$ cat config.mk
export PLATFORM = sky130hd
export DESIGN_NAME = uart_rx
export DESIGN_NICKNAME = d
export VERILOG_FILES = /design/src/rtl/uart_pkg.sv /design/src/rtl/uart_rx_sync.sv /design/src/rtl/uart_rx.sv
export SDC_FILE = /design/constraint.sdc
export NUM_CORES = 1
export LEC_CHECK = 0
export BUFFER_PORTS_ARGS = -buffer_cell sky130_fd_sc_hd__buf_2
export CAP_MARGIN = 20
export CORE_MARGIN = 1.5
export CORE_UTILIZATION = 50
export CTS_BUF_LIST = sky130_fd_sc_hd__clkbuf_8
export DETAILED_ROUTE_END_ITERATION = 7
export MAX_ROUTING_LAYER = met4
export PLACE_DENSITY = 0.69
export SETUP_SLACK_MARGIN = 0.2
export SLEW_MARGIN = 5
export SYNTH_ARGS = -nofsm -noshare
export SYNTH_HDL_FRONTEND = slang
export SYNTH_SLANG_ARGS = --single-unit
$ cat constraint.sdc
create_clock -name clk -period 2.1 [get_ports clk]
set_clock_uncertainty 0.05 [all_clocks]
set_input_delay 0.105 -clock clk [delete_from_list [all_inputs] [get_ports clk]]
set_output_delay 0.105 -clock clk [all_outputs]
set_load 0.01 [all_outputs]
$ cat src/rtl/uart_pkg.sv
// Shared UART definitions: receiver state encoding, frame geometry and
// parity-select encodings. Used by both the receiver and the transmitter.
package uart_pkg;

  localparam int unsigned DATA_BITS  = 7;
  localparam int unsigned FRAME_BITS = 10;

  localparam logic PAR_EVEN = 1'b0;
  localparam logic PAR_ODD  = 1'b1;

  typedef enum logic [2:0] {
    S_IDLE   = 3'd0,
    S_START  = 3'd1,
    S_DATA   = 3'd2,
    S_PARITY = 3'd3,
    S_STOP   = 3'd4
  } rx_state_e;

endpackage

$ cat src/rtl/uart_rx_sync.sv
// Two-flop synchroniser for the asynchronous serial line.
// Ports: clk, rst_n (async active-low, flops reset to 1 = idle line),
//        d (async input), q (synchronised output).
module uart_rx_sync (
  input  logic clk,
  input  logic rst_n,
  input  logic d,
  output logic q
);

  logic meta;

  always_ff @(posedge clk or negedge rst_n) begin
    if (!rst_n) begin
      meta <= 1'b1;
      q    <= 1'b1;
    end else begin
      meta <= d;
      q    <= meta;
    end
  end

endmodule

$ cat src/rtl/uart_rx.sv
// UART receiver: start + 7 data bits (LSB first) + parity + stop, sampled
// at mid-bit using a baud counter of CLKS_PER_BIT clk cycles per bit.
// Ports: clk, rst_n (async active-low), rxd (serial in, idle high),
//        p_s (0 = even, 1 = odd parity, latched at start detection),
//        dout (received data), rx_valid (1-cycle frame-complete pulse),
//        parity_err / frame_err (status of last frame), busy (not IDLE).
module uart_rx
  import uart_pkg::*;
#(
  parameter int unsigned CLKS_PER_BIT = 16
) (
  input  logic       clk,
  input  logic       rst_n,
  input  logic       rxd,
  input  logic       p_s,
  output logic [6:0] dout,
  output logic       rx_valid,
  output logic       parity_err,
  output logic       frame_err,
  output logic       busy
);

  localparam int unsigned CNT_W = (CLKS_PER_BIT > 1) ? $clog2(CLKS_PER_BIT) : 1;
  localparam int unsigned IDX_W = $clog2(DATA_BITS);
  localparam logic [CNT_W-1:0] HALF_LAST = CNT_W'(CLKS_PER_BIT / 2 - 1);
  localparam logic [CNT_W-1:0] BIT_LAST  = CNT_W'(CLKS_PER_BIT - 1);
  localparam logic [IDX_W-1:0] IDX_LAST  = IDX_W'(DATA_BITS - 1);

  rx_state_e       state, state_nxt;
  logic            rxs, rxs_prev;
  logic [CNT_W-1:0] cnt, cnt_nxt;
  logic [IDX_W-1:0] idx, idx_nxt;
  logic [6:0]      data_q, data_nxt;
  logic            ps_q, ps_nxt;
  logic            par_pend, par_pend_nxt;
  logic [6:0]      dout_nxt;
  logic            rx_valid_nxt, parity_err_nxt, frame_err_nxt;

  uart_rx_sync u_sync (
    .clk   (clk),
    .rst_n (rst_n),
    .d     (rxd),
    .q     (rxs)
  );

  // State register
  always_ff @(posedge clk or negedge rst_n) begin
    if (!rst_n) state <= S_IDLE;
    else        state <= state_nxt;
  end

  // Next-state, datapath and output decode
  always_comb begin
    state_nxt      = state;
    cnt_nxt        = cnt + CNT_W'(1);
    idx_nxt        = idx;
    data_nxt       = data_q;
    ps_nxt         = ps_q;
    par_pend_nxt   = par_pend;
    dout_nxt       = dout;
    parity_err_nxt = parity_err;
    frame_err_nxt  = frame_err;
    rx_valid_nxt   = 1'b0;

    case (state)
      S_IDLE: begin
        cnt_nxt = '0;
        // Edge, not level: a line held low cannot retrigger
        if (rxs_prev && !rxs) begin
          state_nxt    = S_START;
          ps_nxt       = p_s;
          par_pend_nxt = 1'b0;
        end
      end
      S_START: begin
        if (cnt == HALF_LAST) begin
          cnt_nxt = '0;
          if (rxs) begin
            state_nxt = S_IDLE;
          end else begin
            state_nxt = S_DATA;
            idx_nxt   = '0;
          end
        end
      end
      S_DATA: begin
        if (cnt == BIT_LAST) begin
          cnt_nxt       = '0;
          data_nxt[idx] = rxs;
          if (idx == IDX_LAST) state_nxt = S_PARITY;
          else                 idx_nxt   = idx + IDX_W'(1);
        end
      end
      S_PARITY: begin
        if (cnt == BIT_LAST) begin
          cnt_nxt      = '0;
          par_pend_nxt = (rxs != ((^data_q) ^ (ps_q == PAR_ODD)));
          state_nxt    = S_STOP;
        end
      end
      S_STOP: begin
        if (cnt == BIT_LAST) begin
          cnt_nxt        = '0;
          state_nxt      = S_IDLE;
          dout_nxt       = data_q;
          parity_err_nxt = par_pend;
          frame_err_nxt  = !rxs;
          rx_valid_nxt   = 1'b1;
        end
      end
      default: begin
        state_nxt = S_IDLE;
        cnt_nxt   = '0;
      end
    endcase
  end

  // Datapath and registered outputs
  always_ff @(posedge clk or negedge rst_n) begin
    if (!rst_n) begin
      rxs_prev   <= 1'b1;
      cnt        <= '0;
      idx        <= '0;
      data_q     <= '0;
      ps_q       <= 1'b0;
      par_pend   <= 1'b0;
      dout       <= '0;
      rx_valid   <= 1'b0;
      parity_err <= 1'b0;
      frame_err  <= 1'b0;
      busy       <= 1'b0;
    end else begin
      rxs_prev   <= rxs;
      cnt        <= cnt_nxt;
      idx        <= idx_nxt;
      data_q     <= data_nxt;
      ps_q       <= ps_nxt;
      par_pend   <= par_pend_nxt;
      dout       <= dout_nxt;
      rx_valid   <= rx_valid_nxt;
      parity_err <= parity_err_nxt;
      frame_err  <= frame_err_nxt;
      busy       <= (state_nxt != S_IDLE);
    end
  end

endmodule

==> impl_metrics.env, run 1 <==
export IMPL_rr_startpoint="state[2]$_DFF_PN0_"
export IMPL_switchingPower_mw=0.529
export IMPL_final_hold_violation_count=0
export IMPL_finalMaxSlewViolations=0
export IMPL_antenna_found_initial=0
export IMPL_vias=1049
export IMPL_cap_violations=0
export IMPL_hold_depth=0
export IMPL_power_share_clock_pct=36.9
export IMPL_final_area_mm2=0.00186
export IMPL_cts_htree_levels=2
export IMPL_io_buffer_count=14
export IMPL_final_net_count=158
export IMPL_dr_pass1_iters=4
export IMPL_seq_area_frac_synth_pct=53.7
export IMPL_fp_coreArea_mm2=0.00285
export IMPL_n_antenna_cell=0
export IMPL_powerDensity_mw_per_mm2=1030
export IMPL_reg2reg_slack_ps=270
export IMPL_grt_pass1_vias=1014
export IMPL_grtUsageTotal_pct=19.2
export IMPL_final_util_pct=65.1
export IMPL_synthTopCellsByArea="dfrtp_1, mux2_2, dfstp_2"
export IMPL_die_area_mm2=0.00343
export IMPL_drt_iter0_drc=40
export IMPL_seqPwrFrac_pct=42.8
export IMPL_fin_crit_ps=1830
export IMPL_syn_to_final_growth_pct=20.2
export IMPL_start_util_pct=54.2
export IMPL_hold_class="flop to flop"
export IMPL_r2r_cells=4
export IMPL_min_to="u_sync.q$_DFF_PN1_"
export IMPL_worst_setup_path_start_kind="flop"
export IMPL_rsz0062_at_grt="false"
export IMPL_worstSetupPathType="flop to flop"
export IMPL_critPathRequiredTime_ps=2220
export IMPL_r2r_end="data_q[2]$_DFFE_PN0P_"
export IMPL_p_leak_nw=0.908
export IMPL_hp_start="u_sync.meta$_DFF_PN1_"
export IMPL_multiInputGateArea_um2=699
export IMPL_mappedNetlistNets=132
export IMPL_clock_latency_ps=280
export IMPL_crit_arrival_ps=1950
export IMPL_netlist_area_mm2=0.00155
export IMPL_p_int_mw=1.38
export IMPL_fin_crit_sh_pct=87.0
export IMPL_synth_warnings=0
export IMPL_cts_root_buf="clkbuf_8"
export IMPL_worst_slew_pin_slew_ps=713
export IMPL_drive_above_1_share_pct=34.9
export IMPL_ant_nets=0
export IMPL_ys_ff_latch=33
export IMPL_fmax_ghz=0.547
export IMPL_cts_sinks=33
export IMPL_die_h_um=58.6
export IMPL_grt_max_degree=34
export IMPL_synth_top_cell_area_share_pct=48.6
export IMPL_fin_tns_setup_ps=0
export IMPL_routedWlPerCell_um=15.0
export IMPL_cts_buffers=5
export IMPL_viasPerCell=5.73
export IMPL_dp_hpwl_um=1840
export IMPL_peakVddDrop_mv=0.638
export IMPL_grt_pass1_wl_um=4620
export IMPL_io_pins=15
export IMPL_combPwrFrac_pct=20.2
export IMPL_placed_area_mm2=0.00166
export IMPL_critPathCaptureType="flop"
export IMPL_drc=0
export IMPL_power_share_switching_pct=27.7
export IMPL_finalSetupViolations=0
export IMPL_synth_largest_area_cell="dfrtp_1"
export IMPL_synthDistinctLibCells=38
export IMPL_crit_fanout=8
export IMPL_ctsLongestPathBuffers=2
export IMPL_fp_dieW_um=58.6
export IMPL_path_clk_slew_ps=70
export IMPL_grt_ovfl_total=0
export IMPL_cts_tree="built"
export IMPL_outcome="complete, no violations"
export IMPL_rows=19
export IMPL_relSlewSlack_pct=52.4
export IMPL_syn_area_per_cell_um2=12.4
export IMPL_wl_um=2740
export IMPL_syn_inst=125
export IMPL_regArea_um2=832
export IMPL_nFillCells=223
export IMPL_gp_congestion=0.786
==> placed cells by master (no fill, tap or decap), types with 2 or more instances in the layout <==
cell type / instances
mux2_2: 13
o21ai_0: 6
dfrtp_2: 2
bufinv_16: 2
nand4_1: 4
nor2_1: 7
o211ai_1: 2
nor3_1: 2
mux2i_1: 2
nand3_1: 3
ha_1: 2
nor3_2: 3
inv_1: 4
buf_4: 5
a21oi_1: 2
buf_2: 14
xor2_1: 4
dfrtp_1: 28
dlygate4sd3_1: 3
xnor2_1: 6
dfstp_2: 3
mux2_1: 3
and3_1: 2
clkbuf_8: 5
nand2_1: 6
==> registers in the layout (all words and copies together) (netlist names), 3 cells and up <==
register,cells
state,3
idx,3
data_q,7
cnt,4
dout,7
==> worst max-delay path, cell delays in order, from the launching register on <==
cell and delay [ps]:
dfrtp_2 450, nand2b_4 190, or4_4 520, nor3_2 170
mux2_1 340
==> synthesized netlist by cell type <==
cell type and number:
or4b_1 1, nand4_1 4, o21ai_0 6, o211ai_1 2, and2_1 1, a221o_1 1
and3_1 2, mux2_2 13, inv_1 4, nor3_1 2, a21boi_1 1, ha_1 3
nand2_1 6, dfrtp_1 30, nor4_1 1, nand2b_1 1, a31oi_1 1, dfstp_2 3
xor2_1 4, xnor3_1 1, clkbuf_1 1, or4_4 1, or4_1 1, a21oi_1 2
mux2i_1 2, nor2_1 7, nor2b_1 1, o22ai_1 1, or3b_2 1, nand3_4 1
nand3_1 3, buf_2 2, a211oi_1 1, nor3_2 3, xnor2_1 6, nand2b_4 1
mux2_1 3, nand4bb_1 1
==> final cells by class <==
| cell class | instances | share of cell area [%] |
|---|---|---|
| Timing Repair Buffer | 22 | 7.41 |
| Multi-Input combinational cell | 85 | 37.7 |
| Inverter | 4 | 0.809 |
| Clock buffer | 5 | 3.71 |
| Clock inverter | 3 | 3.50 |
| Tap cell | 31 | 2.09 |
| Sequential cell | 33 | 44.8 |
==> through the flow <==
| stage | cells | hold WS [ps] | total power [mW] | setup WS [ps] |
|---|---|---|---|---|
| 5_1_grt | 183 | 313 | 2.00 | 204 |
| 3_3_place_gp | 170 | 140 | 1.15 | 226 |
| 6_report | 183 | 308 | 1.91 | 272 |
| 2_1_floorplan | 125 | -241 | 1.05 | 240 |
| 4_1_cts | 181 | 311 | 1.90 | 230 |
| 3_5_place_dp | 170 | 147 | 1.16 | 132 |
==> routing by layer <==
layer,vias up,global-route usage (%),share of wire (%)
met5,-,-,0
met4,0,10.7,3.5
met3,15,4.62,3.4
met2,27,30.7,48
met1,505,22.3,45
li1,502,-,-
==> logic make-up after synthesis <==
group	Yosys count	synth area share (%)
xor+xnor	11	7.13
mux	18	13.0
compound gates	15	5.99
fa+ha+maj	3	2.43
simple gates	38	16.0
buf+inv	7	1.86
flops	33	53.7
==> power groups by stage <==
stage	sequential (mW)	clock [mW]	combinational, mW
4_1_cts	0.819	0.719	0.363
2_1_floorplan	0.782	0	0.272
3_3_place_gp	0.812	0	0.334
6_report	0.818	0.705	0.386
3_5_place_dp	0.821	0	0.342
5_1_grt	0.829	0.741	0.427
==> what timing repair did <==
action / 4_1_cts / 5_1_grt
gates resized for setup: 2 / 2
endpoints found under the setup margin: 5 / 6
endpoints found under the hold margin: 32 / 0
hold buffers: 3 / 0
pin swaps: 0 / 1
setup buffers: 0 / 2
==> worst max-delay path by stage <==
stage                             startpoint                    end  slack, ps  depth (start not counted)
after floorplan           idx[0]$_DFFE_PN0P_     idx[2]$_DFFE_PN0P_        240                          5
after global placement      cnt[0]$_DFF_PN0_  data_q[2]$_DFFE_PN0P_        230                          5
after detailed placement    cnt[0]$_DFF_PN0_  data_q[1]$_DFFE_PN0P_        130                          5
after CTS                   cnt[0]$_DFF_PN0_  data_q[1]$_DFFE_PN0P_        230                          5
after global routing      state[0]$_DFF_PN0_  data_q[1]$_DFFE_PN0P_        200                          3
final                     state[2]$_DFF_PN0_  data_q[2]$_DFFE_PN0P_        270                          4
Note: power is estimated with default switching activity, not from simulation.
==> run 2, diff against run 1 <==
--- a/config.mk
+++ b/config.mk
@@ -13,6 +13,7 @@
 export DETAILED_ROUTE_END_ITERATION = 7
 export MAX_ROUTING_LAYER = met4
 export PLACE_DENSITY = 0.69
+export REMOVE_ABC_BUFFERS = 1
 export SETUP_SLACK_MARGIN = 0.2
 export SLEW_MARGIN = 5
 export SYNTH_ARGS = -nofsm -noshare
==> run 2 against run 1 <==
Net effect: global-route usage down 0.24 points; non-clock buffer count down 2; worst hold slack worse by 300 ps; sequential cell count unchanged; largest power group unchanged; critical path depth up 1; largest cell class unchanged.
==> impl_metrics.env, run 2 (synthesis gave the netlist of run 1 again) <==
export IMPL_rr_startpoint="cnt[0]$_DFF_PN0_"
export IMPL_dr_pass1_iters=4
export IMPL_final_net_count=156
export IMPL_wl_um=2680
export IMPL_io_pins=15
export IMPL_crit_arrival_ps=1940
export IMPL_gp_congestion=0.795
export IMPL_hp_start="p_s"
export IMPL_fin_tns_setup_ps=0
export IMPL_critPathCaptureType="flop"
export IMPL_cts_buffers=5
export IMPL_grt_pass1_wl_um=4640
export IMPL_top_regs="data_q x7, dout x7, cnt x4"
export IMPL_cap_violations=0
export IMPL_grt_ovfl_total=0
export IMPL_p_leak_nw=0.888
export IMPL_cts_htree_levels=2
export IMPL_dp_hpwl_um=1810
export IMPL_layout_commonest_cell="dfrtp_1"
export IMPL_outcome="complete, no violations"
export IMPL_io_buffer_count=14
export IMPL_fmax_ghz=0.548
export IMPL_met1_usage_pct=25.3
export IMPL_finalSetupViolations=0
export IMPL_final_area_mm2=0.00180
export IMPL_peakVddDrop_mv=0.616
export IMPL_use_met2_pct=27.6
export IMPL_powerDensity_mw_per_mm2=936
export IMPL_n_antenna_cell=0
export IMPL_die_area_mm2=0.00343
export IMPL_critPathRequiredTime_ps=2220
export IMPL_dp_slack_ps=161
export IMPL_worst_setup_path_start_kind="flop"
export IMPL_grtUsageTotal_pct=19.0
export IMPL_grt_pass1_vias=982
export IMPL_fin_crit_ps=1830
export IMPL_grt_max_degree=34
export IMPL_reg2reg_slack_ps=270
export IMPL_final_cell_mix="dfrtp_1, buf_2, mux2_2"
export IMPL_fin_crit_sh_pct=86.9
export IMPL_routedWlPerCell_um=14.8
export IMPL_cts_root_buf="clkbuf_8"
export IMPL_clock_latency_ps=280
export IMPL_final_hold_violation_count=0
export IMPL_worstSetupPathType="flop to flop"
export IMPL_crit_fanout=8
export IMPL_drc=0
export IMPL_vias=1015
export IMPL_grt_busiest_layer="met2"
export IMPL_relSlewSlack_pct=53.4
export IMPL_hold_class="primary input to flop"
export IMPL_worst_slew_pin_slew_ps=699
export IMPL_ant_nets=0
export IMPL_cts_sinks=33
export IMPL_syn_to_final_growth_pct=16.8
export IMPL_layout_setup_ws_ps=275
export IMPL_path_clk_slew_ps=70
export IMPL_antenna_found_initial=0
export IMPL_crit_path_start="cnt[0]$_DFF_PN0_"
export IMPL_rsz0062_at_grt="false"
export IMPL_rows=19
export IMPL_grtUsageMet3_pct=5.27
export IMPL_drt_iter0_drc=22
export IMPL_finalMaxSlewViolations=0
export IMPL_drive_above_1_share_pct=33.3
export IMPL_viasPerCell=5.61
export IMPL_ctsLongestPathBuffers=2
export IMPL_placed_area_mm2=0.00166
export IMPL_cts_tree="built"
export IMPL_fp_dieW_um=58.6
export IMPL_die_h_um=58.6
export IMPL_final_util_pct=63.2
export IMPL_fp_coreArea_mm2=0.00285
export IMPL_start_util_pct=54.2
-- run 2: changes by cell type in the layout (fill, tap and decap cells not counted) --
cell           previous run  this run
bufinv_16                 2         0
clkbuf_8                  5         7
dfrtp_1                  28        30
dfrtp_2                   2         0
buf_4                     5         4
dlygate4sd3_1             3         2
-- run 2: layer usage --
layer	part of all wire, %	up-vias
met5	0	-
met4	1.3	0
met3	3.8	5
met2	46	23
met1	48	495
li1	-	492
-- run 2: final timing paths --
path,to,cells past startpoint
max,data_q[1]$_DFFE_PN0P_,5
min,ps_q$_DFFE_PN0P_,2
min in group asynchronous,idx[2]$_DFFE_PN0P_,2
min reg2reg,u_sync.q$_DFF_PN1_,0
max in group asynchronous,parity_err$_DFFE_PN0P_,2
max reg2reg,data_q[1]$_DFFE_PN0P_,5
-- run 2: worst max-delay path, cell delays in order (launching register included) --
cell and delay (ps):
dfrtp_1 410, ha_4 200, nand3_4 120, or4_4 470
nor3_2 130, mux2_1 340
-- run 2: final cells by class --
class	instances	area (um2)
fillers	235	1050
flip-flops and latches	33	830
multi-input cells	85	699
repair buffers	20	120
clock buffers	7	96.3
well taps	31	38.8
inverters	4	15.0
clock inverters	1	5.00
-- run 2: power by group --
part	internal [mW]	leakage, nW	switching [mW]
Sequential	0.708	0.438	0.111
Clock	0.296	0.0542	0.217
Combinational	0.184	0.396	0.174
-- run 2: metrics by stage --
stage / power (mW) / instances / hold slack [ps]
2_1_floorplan: 1.05 / 122 / -241
3_3_place_gp: 1.13 / 169 / 142
3_5_place_dp: 1.13 / 169 / 147
4_1_cts: 1.66 / 179 / 2.52
5_1_grt: 1.79 / 181 / 22.8
6_report: 1.69 / 181 / 10.0
-- run 2: repair_timing --
| action | in CTS | in global routing |
|---|---|---|
| gates resized for setup | 1 | 1 |
| endpoints found under the hold margin | 31 | 0 |
| pin swaps | 0 | 1 |
| setup endpoints to repair | 3 | 3 |
| setup buffers | 0 | 2 |
| cloned | 0 | 0 |
| hold buffers | 2 | 0 |
